`config.mk`:
```
export PLATFORM = sky130hd
export DESIGN_NAME = lut_eval_arbiter_flat
export DESIGN_NICKNAME = d
export VERILOG_FILES = /design/src/rtl/lut_eval_arbiter_if.sv /design/src/rtl/lut_eval_arbiter.sv /design/src/flat_wrapper.sv
export SDC_FILE = /design/constraint.sdc
export NUM_CORES = 1
export LEC_CHECK = 0
export ABC_AREA = 1
export BUFFER_PORTS_ARGS = -buffer_cell sky130_fd_sc_hd__buf_2
export CAP_MARGIN = 20
export CORE_ASPECT_RATIO = 0.7
export CORE_MARGIN = 4
export CORE_UTILIZATION = 25
export DETAILED_ROUTE_END_ITERATION = 10
export GPL_ROUTABILITY_DRIVEN = 0
export PLACE_DENSITY = 0.39
export SYNTH_ARGS = -nofsm -noshare
export SYNTH_HDL_FRONTEND = slang
export SYNTH_SLANG_ARGS = --single-unit
```
`constraint.sdc`:
```
create_clock -name clk -period 2.7 [get_ports clk]
set_clock_uncertainty 0.1 [all_clocks]
set_input_delay 0.135 -clock clk [delete_from_list [all_inputs] [get_ports clk]]
set_output_delay 0.135 -clock clk [all_outputs]
set_load 0.02 [all_outputs]
```
`src/rtl/lut_eval_arbiter_if.sv`:
```
// Bus interface for lut_eval_arbiter: config write port, requester side and
// result side. The slave modport is the evaluator; the master modport is the
// client (control logic / testbench).
// Optional feature macro: LUT_EVAL_CARRY_EN adds req_cin / rsp_cout.
interface lut_eval_arbiter_if #(
    parameter int NREQ  = 4,
    parameter int NSLOT = 8
);
    localparam int SW = $clog2(NSLOT);
    localparam int IW = $clog2(NREQ);

    // Configuration port
    logic              cfg_we;
    logic [SW-1:0]     cfg_addr;
    logic [15:0]       cfg_data;
    logic              cfg_ready;

    // Requester side
    logic [NREQ-1:0]    req_valid;
    logic [NREQ*SW-1:0] req_slot;
    logic [NREQ*4-1:0]  req_in;
    logic [NREQ-1:0]    req_ready;

    // Result side
    logic              rsp_valid;
    logic              rsp_ready;
    logic [IW-1:0]     rsp_id;
    logic              rsp_o;

`ifdef LUT_EVAL_CARRY_EN
    logic [NREQ-1:0]   req_cin;
    logic              rsp_cout;

    modport slave (
        input  cfg_we, cfg_addr, cfg_data, req_valid, req_slot, req_in, rsp_ready, req_cin,
        output cfg_ready, req_ready, rsp_valid, rsp_id, rsp_o, rsp_cout
    );
    modport master (
        output cfg_we, cfg_addr, cfg_data, req_valid, req_slot, req_in, rsp_ready, req_cin,
        input  cfg_ready, req_ready, rsp_valid, rsp_id, rsp_o, rsp_cout
    );
`else
    modport slave (
        input  cfg_we, cfg_addr, cfg_data, req_valid, req_slot, req_in, rsp_ready,
        output cfg_ready, req_ready, rsp_valid, rsp_id, rsp_o
    );
    modport master (
        output cfg_we, cfg_addr, cfg_data, req_valid, req_slot, req_in, rsp_ready,
        input  cfg_ready, req_ready, rsp_valid, rsp_id, rsp_o
    );
`endif
endinterface

```
`src/rtl/lut_eval_arbiter.sv`:
```
// Shared soft-LUT4 evaluator. A runtime-writable table of 16-bit truth tables
// (bit index = {I3,I2,I1,I0}) is evaluated for NREQ requesters through a
// round-robin arbiter, one result per cycle with one cycle of latency.
// After reset the table is cleared one slot per cycle (INIT) before the block
// accepts requests or config writes.
// Optional feature macro: LUT_EVAL_CARRY_EN adds a carry output computed from
// I1, I2 and a per-requester carry-in.
module lut_eval_arbiter #(
    parameter int NREQ  = 4,
    parameter int NSLOT = 8
) (
    input  logic               clk,
    input  logic               reset,
    lut_eval_arbiter_if.slave  bus
);
    localparam int SW = $clog2(NSLOT);
    localparam int IW = $clog2(NREQ);

    typedef enum logic [1:0] {INIT, RUN, STALL} state_t;

    state_t        state_q;
    logic [SW-1:0] cnt_q;
    logic [IW-1:0] ptr_q;
    logic [IW-1:0] ptr_d;
    logic          rsp_valid_q;
    logic [IW-1:0] rsp_id_q;
    logic          rsp_o_q;

    // Truth-table storage; no reset, the INIT sweep clears it.
    logic [15:0]   lut_mem_q [NSLOT];

    logic          mem_we;
    logic [SW-1:0] mem_addr;
    logic [15:0]   mem_wdata;

    // Per-requester views of the packed request buses
    logic [SW-1:0] slot_arr [NREQ];
    logic [3:0]    in_arr   [NREQ];

    logic          gnt_found;
    logic [IW-1:0] gnt_idx;
    logic [IW-1:0] cand_idx;
    logic          can_issue;
    logic          xfer;
    logic          lut_bit;

    generate
        for (genvar gi = 0; gi < NREQ; gi++) begin : g_unpack
            assign slot_arr[gi] = bus.req_slot[gi*SW +: SW];
            assign in_arr[gi]   = bus.req_in[gi*4 +: 4];
            assign bus.req_ready[gi] = xfer && (gnt_idx == IW'(gi));
        end
    endgenerate

    // Round-robin search: first valid requester starting at the pointer
    always_comb begin
        gnt_found = 1'b0;
        gnt_idx   = '0;
        cand_idx  = '0;
        for (int k = 0; k < NREQ; k++) begin
            cand_idx = IW'((32'(ptr_q) + k) % NREQ);
            if (!gnt_found && bus.req_valid[cand_idx]) begin
                gnt_found = 1'b1;
                gnt_idx   = cand_idx;
            end
        end
    end

    // A grant is issued only outside INIT and when the result register is free
    // or being drained this cycle.
    assign can_issue = (state_q != INIT) && (!rsp_valid_q || bus.rsp_ready);
    assign xfer      = can_issue && gnt_found;
    assign ptr_d     = (gnt_idx == IW'(NREQ - 1)) ? '0 : gnt_idx + IW'(1);
    assign lut_bit   = lut_mem_q[slot_arr[gnt_idx]][in_arr[gnt_idx]];

    // Table write source: the clearing sweep in INIT, config writes otherwise
    always_comb begin
        if (state_q == INIT) begin
            mem_we    = 1'b1;
            mem_addr  = cnt_q;
            mem_wdata = 16'h0000;
        end else begin
            mem_we    = bus.cfg_we;
            mem_addr  = bus.cfg_addr;
            mem_wdata = bus.cfg_data;
        end
    end

    // Table write port; a same-cycle evaluation still reads the old word
    always_ff @(posedge clk) begin
        if (mem_we) begin
            lut_mem_q[mem_addr] <= mem_wdata;
        end
    end

`ifdef LUT_EVAL_CARRY_EN
    logic rsp_cout_q;
    logic cout_bit;
    logic [3:0] gnt_in;
    assign gnt_in   = in_arr[gnt_idx];
    assign cout_bit = (gnt_in[1] & gnt_in[2]) | ((gnt_in[1] | gnt_in[2]) & bus.req_cin[gnt_idx]);
    assign bus.rsp_cout = rsp_cout_q;

    // Carry result register, loaded alongside rsp_o
    always_ff @(posedge clk) begin
        if (reset) begin
            rsp_cout_q <= 1'b0;
        end else if (xfer) begin
            rsp_cout_q <= cout_bit;
        end
    end
`endif

    // Control FSM: table clear sweep, then arbitration and result handshake.
    // STALL marks a cycle where the held result was refused downstream.
    always_ff @(posedge clk) begin
        if (reset) begin
            state_q     <= INIT;
            cnt_q       <= '0;
            ptr_q       <= '0;
            rsp_valid_q <= 1'b0;
            rsp_id_q    <= '0;
            rsp_o_q     <= 1'b0;
        end else begin
            case (state_q)
                INIT: begin
                    cnt_q <= cnt_q + SW'(1);
                    if (cnt_q == SW'(NSLOT - 1)) begin
                        state_q <= RUN;
                    end
                end
                RUN, STALL: begin
                    if (xfer) begin
                        ptr_q       <= ptr_d;
                        rsp_valid_q <= 1'b1;
                        rsp_id_q    <= gnt_idx;
                        rsp_o_q     <= lut_bit;
                    end else if (bus.rsp_ready) begin
                        rsp_valid_q <= 1'b0;
                    end
                    state_q <= (rsp_valid_q && !bus.rsp_ready) ? STALL : RUN;
                end
                default: state_q <= INIT;
            endcase
        end
    end

    assign bus.cfg_ready = (state_q != INIT);
    assign bus.rsp_valid = rsp_valid_q;
    assign bus.rsp_id    = rsp_id_q;
    assign bus.rsp_o     = rsp_o_q;

endmodule

```
`src/flat_wrapper.sv`:
```
// flat-port wrapper written by rule: the top's interface ports become plain ports
module lut_eval_arbiter_flat 
#(
    parameter int NREQ  = 4,
    parameter int NSLOT = 8
)
  (clk, reset, bus_cfg_we, bus_cfg_addr, bus_cfg_data, bus_req_valid, bus_req_slot, bus_req_in, bus_rsp_ready, bus_cfg_ready, bus_req_ready, bus_rsp_valid, bus_rsp_id, bus_rsp_o);
  lut_eval_arbiter_if #(.NREQ(NREQ), .NSLOT(NSLOT)) bus_i ();
  input  logic clk;
  input  logic reset;
  input wire logic [$bits(bus_i.cfg_we)-1:0] bus_cfg_we;
  input wire logic [$bits(bus_i.cfg_addr)-1:0] bus_cfg_addr;
  input wire logic [$bits(bus_i.cfg_data)-1:0] bus_cfg_data;
  input wire logic [$bits(bus_i.req_valid)-1:0] bus_req_valid;
  input wire logic [$bits(bus_i.req_slot)-1:0] bus_req_slot;
  input wire logic [$bits(bus_i.req_in)-1:0] bus_req_in;
  input wire logic [$bits(bus_i.rsp_ready)-1:0] bus_rsp_ready;
  output wire logic [$bits(bus_i.cfg_ready)-1:0] bus_cfg_ready;
  output wire logic [$bits(bus_i.req_ready)-1:0] bus_req_ready;
  output wire logic [$bits(bus_i.rsp_valid)-1:0] bus_rsp_valid;
  output wire logic [$bits(bus_i.rsp_id)-1:0] bus_rsp_id;
  output wire logic [$bits(bus_i.rsp_o)-1:0] bus_rsp_o;
  assign bus_i.cfg_we = bus_cfg_we;
  assign bus_i.cfg_addr = bus_cfg_addr;
  assign bus_i.cfg_data = bus_cfg_data;
  assign bus_i.req_valid = bus_req_valid;
  assign bus_i.req_slot = bus_req_slot;
  assign bus_i.req_in = bus_req_in;
  assign bus_i.rsp_ready = bus_rsp_ready;
  assign bus_cfg_ready = bus_i.cfg_ready;
  assign bus_req_ready = bus_i.req_ready;
  assign bus_rsp_valid = bus_i.rsp_valid;
  assign bus_rsp_id = bus_i.rsp_id;
  assign bus_rsp_o = bus_i.rsp_o;
  lut_eval_arbiter #(.NREQ(NREQ), .NSLOT(NSLOT)) u_core (.clk(clk), .reset(reset), .bus(bus_i));
endmodule
```
# [Word-level counts from Yosys, hierarchy flattened]
# Memory sizes are Yosys's and may differ from the RTL's.
# Cells that the tools add are included.
[word_totals] out_inout_bits=9 n_memories=1 input_bits=55 register_bits=11 mem_bits_rw=128
[memory_table] memory="u_core.lut_mem_q" words=8 width=16 read_ports=1 rd_ports_with_merged_regs=0 wr=1 line="lut_eval_arbiter.sv:30" source="logic [15:0] lut_mem_q [NSLOT];"
[op_classes] reduce_logical=23 n_eq_ne=7 addsub=5 mux=35 magnitude_cmp=6 n_bitwise=1
[ops] op="2-to-1 mux 16 bit" count=1
[ops] op="2-to-1 mux 1 bit" count=14
[ops] op="2-to-1 mux 2 bit" count=7
[ops] op="less-than comparator 2 x 3 -> 1 bit (second input constant)" count=4
[ops] op="logical AND 1 bit" count=10
[ops] op="2-to-1 mux 3 bit" count=3
[ops] op="binary-select mux 1 bit (select 2 bit)" count=4
[ops] op="binary-select mux 4 bit (select 2 bit)" count=1
[ops] op="2-to-1 mux 4 bit" count=2
[ops] op="binary-select mux 3 bit (select 2 bit)" count=1
[ops] op="equality test 2 bit (second input constant)" count=3
[ops] op="logical NOT 1 bit" count=5
[ops] op="less-than comparator 4 x 5 -> 1 bit (second input constant)" count=1
[ops] op="adder 2 x 1 -> 2 bit (second input constant)" count=2
[ops] op="adder 2 bit (second input constant)" count=2
[ops] op="binary-select mux 1 bit (select 4 bit)" count=1
[ops] op="equality test 2 x 1 -> 1 bit (second input constant)" count=2
[ops] op="logical NOT 2 bit" count=2
[ops] op="case mux 2 bit (2 select lines)" count=1
[ops] op="AND reduction 2 bit" count=2
[ops] op="nonzero test 2 bit" count=2
[ops] op="adder 3 x 1 -> 3 bit (second input constant)" count=1
[ops] op="equality test 3 bit (second input constant)" count=1
[ops] op="greater-or-equal comparator 3 bit (second input constant)" count=1
[ops] op="4 further kinds" count=4

# [Longest topological paths before layout]
# An unclocked memory read counts as a cell.
[logic_depth] ltp_word=19 ltp_mapped=24 ltp_nobuf=23

# [Worst setup path before layout]
# No wires, ideal clock.
[synth_path] path_type="reg-to-reg" from="register u_core.state_q[0]" to="memory u_core.lut_mem_q[1][0] (enable)" path_buffers=0 setup_ps=388 stages_incl_launch_ff=8 setup_slack_ps=83 t_required_ps=2212 arrival_ps=2128 cell_sequence="dfxtp_1 > inv_1 > ha_1 > clkinv_1 > or2_2 > o21ai_0 > nand2_1 > nor2_1"
[synth_via] elab_chain_cells=4
[synth_lines] element="from (decl)" line="lut_eval_arbiter.sv:21" source="state_t state_q;"
[synth_lines] element="from (signal assigned)" line="lut_eval_arbiter.sv:141" source="state_q <= (rsp_valid_q && !bus.rsp_ready) ? STALL : RUN;"
[synth_lines] element="logical NOT 2 bit (*)" line="lut_eval_arbiter.sv:78" source="if (state_q == INIT) begin"
[synth_lines] element="2-to-1 mux 1 bit" line="lut_eval_arbiter.sv:78"
[synth_lines] element="2-to-1 mux 1 bit" line="lut_eval_arbiter.sv:91" source="if (mem_we) begin"
[synth_lines] element="2-to-1 mux 1 bit (not written as such)" line="lut_eval_arbiter.sv:92" source="lut_mem_q[mem_addr] <= mem_wdata;"
[synth_lines] element="to (decl)" line="lut_eval_arbiter.sv:30"
# Mark *: on every way between the ends. The rest lies on a longest branch, timed or not.

# [Worst setup path after layout]
[layout_path] from="register u_core.ptr_q[0]" to="register u_core.rsp_o_q (netlist: u_core.bus.rsp_o)"
[layout_via] elab_chain_cells=19
[layout_lines] element="from (decl)" line="lut_eval_arbiter.sv:23" source="logic [IW-1:0] ptr_q;"
[layout_lines] element="from (signal assigned)" line="lut_eval_arbiter.sv:134" source="ptr_q <= ptr_d;"
[layout_lines] element="parallel branches: the longest is 19 deep, another holds adder 2 x 1 -> 2 bit"
[layout_lines] element="to (signal assigned)" line="lut_eval_arbiter.sv:137" source="rsp_o_q <= lut_bit;"
[layout_lines] element="to (decl)" line="lut_eval_arbiter.sv:27" source="logic rsp_o_q;"
# Parallel ways; which one is timed is not known. The select of a mux whose other input is x is not followed.
# A chain may end at the register's enable or synchronous reset.

==> results.md <==
Logic synthesis:
- Each instance of the synthesized netlist takes up on average 9.14 um^2.
- The register bit count reported by yosys is 139.
- The cell count after synthesis came out at 768.
- The sequential share of the synthesized area is 0.579.
- The cell taking the most area after synthesis is sky130_fd_sc_hd__edfxtp_1.
- The share of the synthesized area in the top cell type is 0.547.
- Yosys printed 0 warnings.
- The number of nets handed over by synthesis was 831.
- Sorting the synthesized cells by area gives the leading types as sky130_fd_sc_hd__edfxtp_1 (55%), sky130_fd_sc_hd__nand2_1 (10%), sky130_fd_sc_hd__nand3_1 (8.6%).
- The mapped netlist covers 7020 um^2.
- The number of library cell types mapped by synthesis is 32.

CTS:
- The clock reaches the later pin of the worst-skew pair after 0.43 ns.
- The buffer cell driving the clock tree root is sky130_fd_sc_hd__clkbuf_16.
- The clock drives 139 sinks.
- The number of buffers inserted during clock tree synthesis is 17.
- The clock slew at the register clock pins of the worst setup and hold paths is 0.06 ns.
- The deepest level of the CTS H-tree is 4.
- Counting along the longest clock path gives a buffer depth of 2.
- The TritonCTS clock tree is done.

Timing:
- The setup slack after layout is -0.160 ns.
- Measured against its own limit, the worst slew margin works out to 0.552.
- At the pin with the least slew margin, the transition time is 0.669 ns.
- The worst hold slack across all endpoints is 0.0377 ns.
- Setup violations remaining at the end of the flow were counted as 1.
- Subtracting the final worst setup slack from the clock period gives 2.86 ns.
- The final number of max-transition violations is 0.
- Timing would allow up to 350 MHz.
- The number of endpoints with negative hold slack in the final report is 0.
- Setup repair after global routing could not meet its margin everywhere.
- Of the available clock period, the critical path in the final layout requires 1.06.

Detailed routing:
- The first detailed-routing pass took 4 iterations.
- In the routed design, unresolved DRC markers number 0.
- In this run the remaining antenna-violating nets after routing total 0.
- The detailed router finished its first iteration with 335 violations.
- After detailed routing, the average wire length per cell comes to 16.6 um.
- The total wire length is 21400 um.
- The count of vias placed by the detailed router is 5445.
- After detailed routing, the number of vias per cell comes to 4.22.

Final layout:
- The diode insertion count for antenna repair is 0.
- The storage element area is 4070 um^2.
- The proportion of layout cells with a drive suffix above 1 is 0.296.
- Summing all multi-input logic gate instances after layout gives 2570 um^2.
- Relative to the synthesized area, the layout overhead comes to 37.4%.
- The filler cells instantiated in the layout total 2836.
- For this run, the post-layout net count is 969.
- The count of cells in the finished layout, fillers not included, comes to 1290.

Outcome:
- The final reports fail on negative setup slack.
- The run finished, with violations left.

Global routing:
- Across every metal layer, demand over resource in global routing totals 0.136.
- The via count of the first global-routing pass is 5247.
- The first-pass GRT wire length is 31700 um.
- The number of antenna violations at the first check in global routing is 0.
- The final global-route overflow total is 0.
- The pin count of the biggest net entering global routing is 23.

Floorplanning:
- The die covers 30900 um^2.
- 64 I/O pins were placed.
- The floorplan step defined a core boundary enclosing 27800 um^2.
- The floorplan step set the die height to 148 um.
- Measured along the x axis, the die boundary spans 208 um.
- The floorplan has 51 rows.
- The initial core utilization is 0.253.

Min path:
- The min-delay analysis places its worst path in the category input port to flop.

Pwr:
- In this run the power density over the cells is 941 nW/um^2.
- IR analysis of the VDD net gives a maximum drop of 705 uV.
- The leakage power total is 0.00432 uW.

Worst setup path:
- For the worst setup path, the data required time is 2.92 ns.
- Data on the critical path arrives at its endpoint at 3.08 ns.
- Across all register-to-register paths, the minimum setup slack is -0.16 ns.
- On the worst path, the slowest cell contributes a delay of 0.38 ns.
- Counting stages on the worst path, the most repeated cell is sky130_fd_sc_hd__nand2_1.
- Traced cell by cell, the critical path runs through clkbuf_16 > nand2_1 > nand2_1 > nand2_1 > nand2_1 > nand2_2 > nand2_2 > nand2_4 > nand3_4 > clkbuf_16 > buf_4 > nand2_1 > nand3_1 > nand2_2 > buf_6 > nand3_1 > nand3_1 > nand3_1 > nand3_2 > nand3_2 > nand2_2 > a21oi_2.
- The worst setup path is launched from a flop.
- The setup path with the least slack is of type flop to flop.
- The largest fanout of any net on the critical path is 12.
- The type of destination of the critical path is a flop.
- The slowest library cell on the worst path is sky130_fd_sc_hd__dfxtp_4.

Placement:
- The count of buffers from port buffering is 63.
- After detailed placement, the design holds a cell count of 1232.
- The post-detailed-placement half-perimeter wirelength is 13600 um.

Job:
- The max-capacitance violation count is 0.
critical path: cells and delay by family, from the launching register on:
| family | cells | cell delay, ns |
|---|---|---|
| and+or+nand+nor | 17 | 1.49 |
| buffers and inverters | 4 | 0.70 |
| AOI/OAI and AO/OA | 1 | 0.04 |
| DFF | 1 | 0.38 |
Yosys cell counts (all sizes together):
library cell,count
o21ai,21
buf,26
nand3b,10
o211a,1
clkinv,1
edfxtp,128
nand2,207
clkbuf,2
and2,1
nor2,41
ha,8
nand4,4
a32oi,4
dfxtp,11
inv,153
o211ai,4
or2,8
nand3,128
a21oi,10
final timing paths:
kind | start | cells after the start | endpoint
max | u_core.ptr_q[0] | 22 | u_core.bus.rsp_o
min | bus_cfg_data[14] | 3 | u_core.lut_mem_q[7][14]
max reg2reg | u_core.ptr_q[0] | 22 | u_core.bus.rsp_o
min reg2reg | u_core.state_q[0] | 2 | u_core.state_q[0]
power breakdown:
part           total, uW  internal, uW  switching (uW)
Sequential          3440          3300             142
Combinational       3340          1210            2130
Clock               2290          1430             860
layer usage:
metal	track usage	vias up	routed length [um]
li1	-	2769	-
met2	0.192	77	9120
met3	0.0325	6	921
met5	0	-	0
met4	0.0286	0	87
met1	0.209	2593	11300
registers in the layout, indices dropped and copies added (netlist names):
| signal | cells |
|---|---|
| u_core.lut_mem_q | 128 |
| u_core.bus.rsp_id | 2 |
| u_core.bus.rsp_valid | 1 |
| u_core.bus.rsp_o | 1 |
| u_core.ptr_q | 2 |
| u_core.cnt_q | 3 |
| u_core.state_q | 2 |
timing repair:
| action | 4_1_cts | 5_1_grt |
|---|---|---|
| cloned | 1 | 9 |
| gates resized for setup | 16 | 98 |
| pin swaps | 5 | 37 |
| hold buffers | 2 | 0 |
| endpoints found under the setup margin | 1 | 6 |
| endpoints found under the hold margin | 5 | 0 |
| buffers inserted | 3 | 12 |
through the flow:
stage	area [um^2]	setup WS (ns)	TNS, ns	utilization	power [uW]
floorplan	7020	0.0834	0	-	5090
global placement	8280	-0.295	-0.295	0.298	6560
detailed placement	8280	-0.239	-0.239	0.298	6540
CTS	8990	-0.131	-0.131	0.324	8930
global route	9650	-0.360	-0.533	0.348	9670
finish	9650	-0.160	-0.160	0.348	9080
placed cells by master, fill, tap and decap left out, types with 17 or more instances in the layout:
cell | Yosys | final
sky130_fd_sc_hd__nand2_1 | 193 | 172
sky130_fd_sc_hd__inv_1 | 146 | 145
sky130_fd_sc_hd__edfxtp_1 | 128 | 128
sky130_fd_sc_hd__nand3_1 | 120 | 92
sky130_fd_sc_hd__buf_2 | 13 | 59
sky130_fd_sc_hd__buf_4 | 7 | 41
sky130_fd_sc_hd__nor2_1 | 40 | 31
sky130_fd_sc_hd__nand3_2 | 5 | 28
sky130_fd_sc_hd__clkbuf_16 | 0 | 24
sky130_fd_sc_hd__buf_6 | 6 | 18
sky130_fd_sc_hd__buf_12 | 0 | 18
sky130_fd_sc_hd__nand2_2 | 12 | 17
sky130_fd_sc_hd__nand2_4 | 2 | 17
logic make-up (layout without fill, tap and decap cells):
kind of cell | count (synthesis) | count (layout) | share of synthesized area
AND/OR/NAND/NOR | 399 | 400 | 0.262
buffers and inverters | 182 | 332 | 0.110
adder cells (fa/ha/maj) | 8 | 8 | 0.0143
flip-flops | 139 | 139 | 0.579
AO/OA/AOI/OAI | 40 | 40 | 0.0344
layout make-up:
type / count / area share
sequential: 139 / 0.421
multi-input combinational: 448 / 0.267
timing repair buffer: 146 / 0.143
inverter: 154 / 0.0622
tap: 371 / 0.0481
clock buffer: 21 / 0.0456
clock inverter: 11 / 0.0131
(Power assumes the default switching activity.)
